--- config.mk ---
export PLATFORM = sky130hd
export DESIGN_NAME = usb_rx_sequencer_flat
export DESIGN_NICKNAME = d
export VERILOG_FILES = /design/src/rtl/usb_rx_pkg.sv /design/src/rtl/usb_rx_sequencer_if.sv /design/src/rtl/rx_bit_timer.sv /design/src/rtl/usb_rx_sequencer.sv /design/src/flat_wrapper.sv
export SDC_FILE = /design/constraint.sdc
export NUM_CORES = 1
export LEC_CHECK = 0
export CAP_MARGIN = 0
export CELL_PAD_IN_SITES_DETAIL_PLACEMENT = 1
export CELL_PAD_IN_SITES_GLOBAL_PLACEMENT = 1
export CORE_UTILIZATION = 35
export CTS_CLUSTER_DIAMETER = 100
export DETAILED_ROUTE_END_ITERATION = 16
export GPL_ROUTABILITY_DRIVEN = 0
export GPL_TIMING_DRIVEN = 0
export HOLD_SLACK_MARGIN = 0.06
export PLACE_DENSITY_LB_ADDON = 0.1
export SETUP_SLACK_MARGIN = 0.5
export SLEW_MARGIN = 20
export SYNTH_ARGS = -nofsm -noshare
export SYNTH_HDL_FRONTEND = slang
export SYNTH_SLANG_ARGS = --single-unit
--- constraint.sdc ---
create_clock -name clk -period 4 [get_ports clk]
set_input_delay 1.2 -clock clk [delete_from_list [all_inputs] [get_ports clk]]
set_output_delay 1.2 -clock clk [all_outputs]
set_load 0.01 [all_outputs]
--- src/rtl/usb_rx_pkg.sv ---
// Shared types and constants for the USB receive sequencer.
package usb_rx_pkg;

    typedef enum logic [2:0] {
        IDLE,
        SYNC,
        DATA,
        EOP,
        ERR
    } rx_state_t;

    // Decoded SYNC pattern (KJKJKJKK), LSB received first.
    localparam logic [7:0] SYNC_BYTE = 8'h80;

    // Consecutive 1s after which the transmitter inserts a stuffed 0.
    localparam int MAX_ONES = 6;

endpackage

--- src/rtl/usb_rx_sequencer_if.sv ---
// Edge/EOP detector and decode-stage inputs plus RX FIFO-side outputs of the sequencer.
interface usb_rx_sequencer_if;
    logic       d_edge;
    logic       eop;
    logic       d_orig;
    logic       shift_enable;
    logic       rcving;
    logic       byte_received;
    logic [7:0] rx_data;
    logic       packet_done;
    logic       r_error;

    // Upstream side: line detectors and decode stage.
    modport master (
        output d_edge, eop, d_orig,
        input  shift_enable, rcving, byte_received, rx_data, packet_done, r_error
    );

    // The sequencer itself.
    modport slave (
        input  d_edge, eop, d_orig,
        output shift_enable, rcving, byte_received, rx_data, packet_done, r_error
    );
endinterface

--- src/rtl/rx_bit_timer.sv ---
// Bit-period counter resynchronised by D+ edges; produces the mid-bit sample strobe.
module rx_bit_timer #(
    parameter int CLKS_PER_BIT = 8,
    parameter int SAMPLE_PHASE = 3
) (
    input  logic clk,
    input  logic rst,
    input  logic run,       // counter free-runs only while a packet is active
    input  logic resync,    // D+ edge: restart the bit period
    input  logic sample_en, // strobe allowed (SYNC or DATA)
    output logic sample
);
    localparam int CW = $clog2(CLKS_PER_BIT);
    localparam logic [CW-1:0] LAST  = CW'(CLKS_PER_BIT - 1);
    localparam logic [CW-1:0] PHASE = CW'(SAMPLE_PHASE);

    logic [CW-1:0] bit_cnt;

    // Wrap counter; an edge (or being idle) pins it to zero so the next bit starts fresh.
    always_ff @(posedge clk or posedge rst) begin
        if (rst)                  bit_cnt <= '0;
        else if (resync || !run)  bit_cnt <= '0;
        else if (bit_cnt == LAST) bit_cnt <= '0;
        else                      bit_cnt <= bit_cnt + 1'b1;
    end

    // An edge landing on the sample point wins: the stale sample is skipped.
    assign sample = sample_en && (bit_cnt == PHASE) && !resync;

endmodule

--- src/rtl/usb_rx_sequencer.sv ---
// USB RX sequencer: bit timing, SYNC check, destuffing, byte assembly and framing errors.
module usb_rx_sequencer
    import usb_rx_pkg::*;
#(
    parameter int CLKS_PER_BIT = 8,
    parameter int SAMPLE_PHASE = 3
) (
    input logic               clk,
    input logic               rst,
    usb_rx_sequencer_if.slave bus
);
    rx_state_t  state;
    logic [2:0] ones_cnt;
    logic [2:0] bit_idx;
    logic [7:0] shreg;
    logic       sample;
    logic       rcving;
    logic       byte_received;
    logic [7:0] rx_data;
    logic       packet_done;
    logic       r_error;

    logic       d;
    logic       stuff_slot;
    logic       byte_done;
    logic [7:0] next_byte;

    rx_bit_timer #(
        .CLKS_PER_BIT(CLKS_PER_BIT),
        .SAMPLE_PHASE(SAMPLE_PHASE)
    ) u_timer (
        .clk       (clk),
        .rst       (rst),
        .run       (state != IDLE),
        .resync    (bus.d_edge),
        .sample_en (state == SYNC || state == DATA),
        .sample    (sample)
    );

    assign d          = bus.d_orig;
    assign stuff_slot = (ones_cnt == 3'(MAX_ONES));
    assign byte_done  = (bit_idx == 3'd7);
    assign next_byte  = {d, shreg[7:1]};

    // Packet FSM with stuffing and byte assembly; all outputs registered here.
    always_ff @(posedge clk or posedge rst) begin
        if (rst) begin
            state         <= IDLE;
            ones_cnt      <= '0;
            bit_idx       <= '0;
            shreg         <= '0;
            rcving        <= 1'b0;
            byte_received <= 1'b0;
            rx_data       <= '0;
            packet_done   <= 1'b0;
            r_error       <= 1'b0;
        end else begin
            byte_received <= 1'b0;
            packet_done   <= 1'b0;
            case (state)
                IDLE: begin
                    if (bus.d_edge) begin
                        state    <= SYNC;
                        r_error  <= 1'b0;
                        bit_idx  <= '0;
                        shreg    <= '0;
                        ones_cnt <= '0;
                        rcving   <= 1'b1;
                    end
                end
                SYNC, DATA: begin
                    if (sample) begin
                        if (state == DATA && bus.eop) begin
                            // SE0 is only legal on a byte boundary.
                            if (bit_idx == 3'd0) begin
                                state <= EOP;
                            end else begin
                                state   <= ERR;
                                r_error <= 1'b1;
                            end
                        end else if (stuff_slot) begin
                            // Stuff slot: a 0 is dropped silently, a 1 is a violation.
                            if (d) begin
                                state   <= ERR;
                                r_error <= 1'b1;
                            end else begin
                                ones_cnt <= '0;
                            end
                        end else begin
                            ones_cnt <= d ? ones_cnt + 3'd1 : 3'd0;
                            shreg    <= next_byte;
                            bit_idx  <= bit_idx + 3'd1;
                            if (byte_done) begin
                                if (state == SYNC) begin
                                    if (next_byte == SYNC_BYTE) begin
                                        state <= DATA;
                                    end else begin
                                        state   <= ERR;
                                        r_error <= 1'b1;
                                    end
                                end else begin
                                    rx_data       <= next_byte;
                                    byte_received <= 1'b1;
                                end
                            end
                        end
                    end
                end
                EOP: begin
                    if (!bus.eop) begin
                        state       <= IDLE;
                        packet_done <= 1'b1;
                        rcving      <= 1'b0;
                    end
                end
                ERR: begin
                    r_error <= 1'b1;
                    if (!bus.eop) begin
                        state  <= IDLE;
                        rcving <= 1'b0;
                    end
                end
                default: state <= IDLE;
            endcase
        end
    end

    assign bus.shift_enable  = sample;
    assign bus.rcving        = rcving;
    assign bus.byte_received = byte_received;
    assign bus.rx_data       = rx_data;
    assign bus.packet_done   = packet_done;
    assign bus.r_error       = r_error;

endmodule

--- src/flat_wrapper.sv ---
// flat-port wrapper written by rule: the top's interface ports become plain ports
module usb_rx_sequencer_flat import usb_rx_pkg::*;
#(
    parameter int CLKS_PER_BIT = 8,
    parameter int SAMPLE_PHASE = 3
)
  (clk, rst, bus_d_edge, bus_eop, bus_d_orig, bus_shift_enable, bus_rcving, bus_byte_received, bus_rx_data, bus_packet_done, bus_r_error);
  usb_rx_sequencer_if bus_i ();
  input logic clk;
  input logic rst;
  input wire logic [$bits(bus_i.d_edge)-1:0] bus_d_edge;
  input wire logic [$bits(bus_i.eop)-1:0] bus_eop;
  input wire logic [$bits(bus_i.d_orig)-1:0] bus_d_orig;
  output wire logic [$bits(bus_i.shift_enable)-1:0] bus_shift_enable;
  output wire logic [$bits(bus_i.rcving)-1:0] bus_rcving;
  output wire logic [$bits(bus_i.byte_received)-1:0] bus_byte_received;
  output wire logic [$bits(bus_i.rx_data)-1:0] bus_rx_data;
  output wire logic [$bits(bus_i.packet_done)-1:0] bus_packet_done;
  output wire logic [$bits(bus_i.r_error)-1:0] bus_r_error;
  assign bus_i.d_edge = bus_d_edge;
  assign bus_i.eop = bus_eop;
  assign bus_i.d_orig = bus_d_orig;
  assign bus_shift_enable = bus_i.shift_enable;
  assign bus_rcving = bus_i.rcving;
  assign bus_byte_received = bus_i.byte_received;
  assign bus_rx_data = bus_i.rx_data;
  assign bus_packet_done = bus_i.packet_done;
  assign bus_r_error = bus_i.r_error;
  usb_rx_sequencer #(.CLKS_PER_BIT(CLKS_PER_BIT), .SAMPLE_PHASE(SAMPLE_PHASE)) u_core (.clk(clk), .rst(rst), .bus(bus_i));
endmodule
==> qor.csv <==
metric,value,unit
Synth Register Bits,31,
Critical Path RT,2.80,ns
Rel. slew slack,0.552,
Worst-Skew Late Latency,0.29,ns
Main synth FF type,dfrtp_1,
Vias,1262,
drt drc,0,
"worst slack, placed",0.118,ns
worst-path fanout max,8,
Worst-Margin Slew,0.671,ns
outcome,"complete, no violations",
Synth cell types,45,
RSZ-0062 raised after global routing,no,
CTS tree,built,
# hold bufs at CTS,0,
Logic pwr share,0.393,
CP arrival,1.89,ns
Net Sw Power,0.000474,W
Max stage delay on crit path,0.25,ns
Hold Crit Class,reg -> reg,
final hold vios,0,
vias per std cell,5.37,
"Seq/Total Area, Yosys",0.460,
Crit path max-delay family,buffers and inverters,
WL per Instance,16.8,um
critical path type,in -> out,
Mapped Avg Cell Area,10.6,um^2
vias in the first global route,1397,
CTS Root Cell,clkbuf_8,
Final Power,0.00125,W
DRT Wirelength,3.95,mm
synthesis-to-finish area growth,21.0,%
"commonest non-fill, non-tap cell in the layout",dfrtp_1,
die width,71.4,um
Starting Density,0.374,
I/O pin count,18,
internal power,0.000777,W
Yosys Warn Count,0,
H-tree Lvls,2,
final net count,195,
critical path's slowest cell,clkdlybuf4s15_2,
Synth Instances,159,
CTS Buffer Depth,2,
layout cell share with drive strength beyond 1,0.191,
Flop pwr share,0.346,
FILL cells,525,
Placed Instance Area,1910,um^2
CTS Sinks,31,
period utilization,0.772,
worst path cell trace,clkdlybuf4s15_2 > nand2b_4 > nor2_4 > dlymetal6s2s_1,
number of synthesized flops with an enable pin,0,
highest-count cells in the layout ignoring fill and taps,"dfrtp_1, clkdlybuf4s50_1, inv_1, o21ai_0, nand3_1",
First-pass DRT Iterations,4,
DP HPWL,2.78,mm
leakage,0.933,nW
CP Capture Type,output pin,
Initial DRC Count,50,
core region area,4500,um^2
Buf/Inv on CP,2,
Pins Over Slew Limit,0,
die height,71.4,um
pwr dens,613,nW/um^2
final setup fails,0,
fin area,2040,um^2
ANT nets after route,0,
combined area of all synthesized cells,1690,um^2
Clock power frac,0.261,
setup ws final,0.911,ns
Worst VDD drop,0.000258,V
Port-buffer cells,16,
ys async rst share,1.00,
MaxCap Viol Count,0,
antenna cell count,0,
first-pass GRT wire length,6.97,mm
clk_skew,0.00592,ns
syn nets,172,
Tmin final,3.09,ns
Clock Pin Slew Worst Setup and Hold Paths,0.07,ns
row count,24,
total grt overflow,0,
initial antenna violation count,0,
Critical Path Source Type,input port,
largest net degree at the start of global routing,32,
total track usage,0.181,
Num CTS Buffers,5,
setup_tns,0,ns
Die ar.,5100,um^2
Sw Share,0.379,
Max Freq,324,MHz
cell usage after synthesis, types with 3 or more instances:
| cell type | count | area (um^2) |
|---|---|---|
| a21oi_1 | 7 | 35.0 |
| and3_1 | 3 | 18.8 |
| dfrtp_1 | 31 | 776 |
| ha_1 | 8 | 100 |
| inv_1 | 14 | 52.6 |
| mux2_1 | 3 | 33.8 |
| mux2_4 | 8 | 120 |
| nand2_1 | 7 | 26.3 |
| nand3_1 | 10 | 50.1 |
| nor2_1 | 4 | 15.0 |
| nor2b_1 | 4 | 25.0 |
| nor3_1 | 5 | 25.0 |
| o21ai_0 | 11 | 55.1 |
per-stage QoR:
stage | hold slack [ns] | utilization | instances
detailed placement | 0.460 | 0.424 | 227
CTS | 0.471 | 0.452 | 235
finish | 0.462 | 0.453 | 235
floorplan | 0.416 | - | 159
global placement | 0.431 | 0.424 | 227
global route | 0.486 | 0.453 | 235
metal layers:
layer  GRT usage  routed length (um)  up-vias
met1       0.235                1890      640
met5           0                   0        -
met4      0.0867                  61        0
li1            -                   -      598
met3      0.0352                 118        7
met2       0.291                1870       17
registers in the layout, indices dropped and copies added, names as in the netlist:
register and cells:
u_core.bit_idx 3, u_core.bus.byte_received 1, u_core.bus.packet_done 1, u_core.bus.r_error 1, u_core.bus.rcving 1, u_core.bus.rx_data 8, u_core.ones_cnt 3, u_core.shreg 7
u_core.state 3, u_core.u_timer.bit_cnt 3
power by group through the flow:
stage | Combinational (W) | Clock (W) | Sequential (W)
finish | 0.000492 | 0.000326 | 0.000433
global route | 0.000553 | 0.000345 | 0.000443
CTS | 0.000496 | 0.000334 | 0.000433
detailed placement | 0.000491 | 0 | 0.000439
global placement | 0.000468 | 0 | 0.000432
floorplan | 0.000352 | 0 | 0.000427
path summary, 6_finish.rpt:
| check | from | endpoint | depth (start not counted) | slack (ns) |
|---|---|---|---|---|
| min in group asynchronous | rst | u_core.bus.rx_data[2]$_DFFE_PP0P_ | 2 | 1.33 |
| max in group asynchronous | rst | u_core.ones_cnt[2]$_DFFE_PP0P_ | 2 | 2.24 |
| min reg2reg | u_core.u_timer.bit_cnt[0]$_DFF_PP0_ | u_core.u_timer.bit_cnt[0]$_DFF_PP0_ | 1 | 0.46 |
| max | bus_d_edge | bus_shift_enable | 4 | 0.91 |
| max reg2reg | u_core.ones_cnt[0]$_DFFE_PP0P_ | u_core.state[0]$_DFFE_PP0P_ | 7 | 2.04 |
| min | u_core.u_timer.bit_cnt[0]$_DFF_PP0_ | u_core.u_timer.bit_cnt[0]$_DFF_PP0_ | 1 | 0.46 |
cell type report:
class | count | area [um^2] | share of cell area
Multi-Input combinational cell | 106 | 812 | 0.398
Buffer | 8 | 52.6 | 0.0258
Inverter | 14 | 52.6 | 0.0258
Tap cell | 52 | 65.1 | 0.0319
Timing Repair Buffer | 16 | 164 | 0.0804
Clock inverter | 2 | 35.0 | 0.0172
Clock buffer | 6 | 82.6 | 0.0405
Sequential cell | 31 | 776 | 0.380
cells by family (layout without fill, tap and decap cells):
family                     after synthesis  after routing  synth area share
AOI/OAI and AO/OA                       33             33             0.123
xor gates and xnor gates                 1              1           0.00520
adders and majority gates                8              8            0.0594
buffers and inverters                   22             46            0.0624
DFF                                     31             31             0.460
muxes                                   12             12            0.0973
and+or+nand+nor                         52             52             0.192
worst register-to-register path, stage by stage, from the launching register on:
cell	delay, ns
dfrtp_1	0.41
inv_1	0.07
ha_1	0.20
nand2_1	0.17
and3_1	0.20
o21bai_2	0.22
nor3_2	0.22
mux2_1	0.35
what timing repair did:
| item | CTS | global route |
|---|---|---|
| endpoints found under the hold margin | 0 | 0 |
| resized for setup | 5 | 1 |
| setup buffers | 0 | 0 |
| pin swaps | 0 | 0 |
| cloned | 0 | 0 |
| endpoints found under the setup margin | 1 | 1 |
Power figures use the tool's default switching activity.
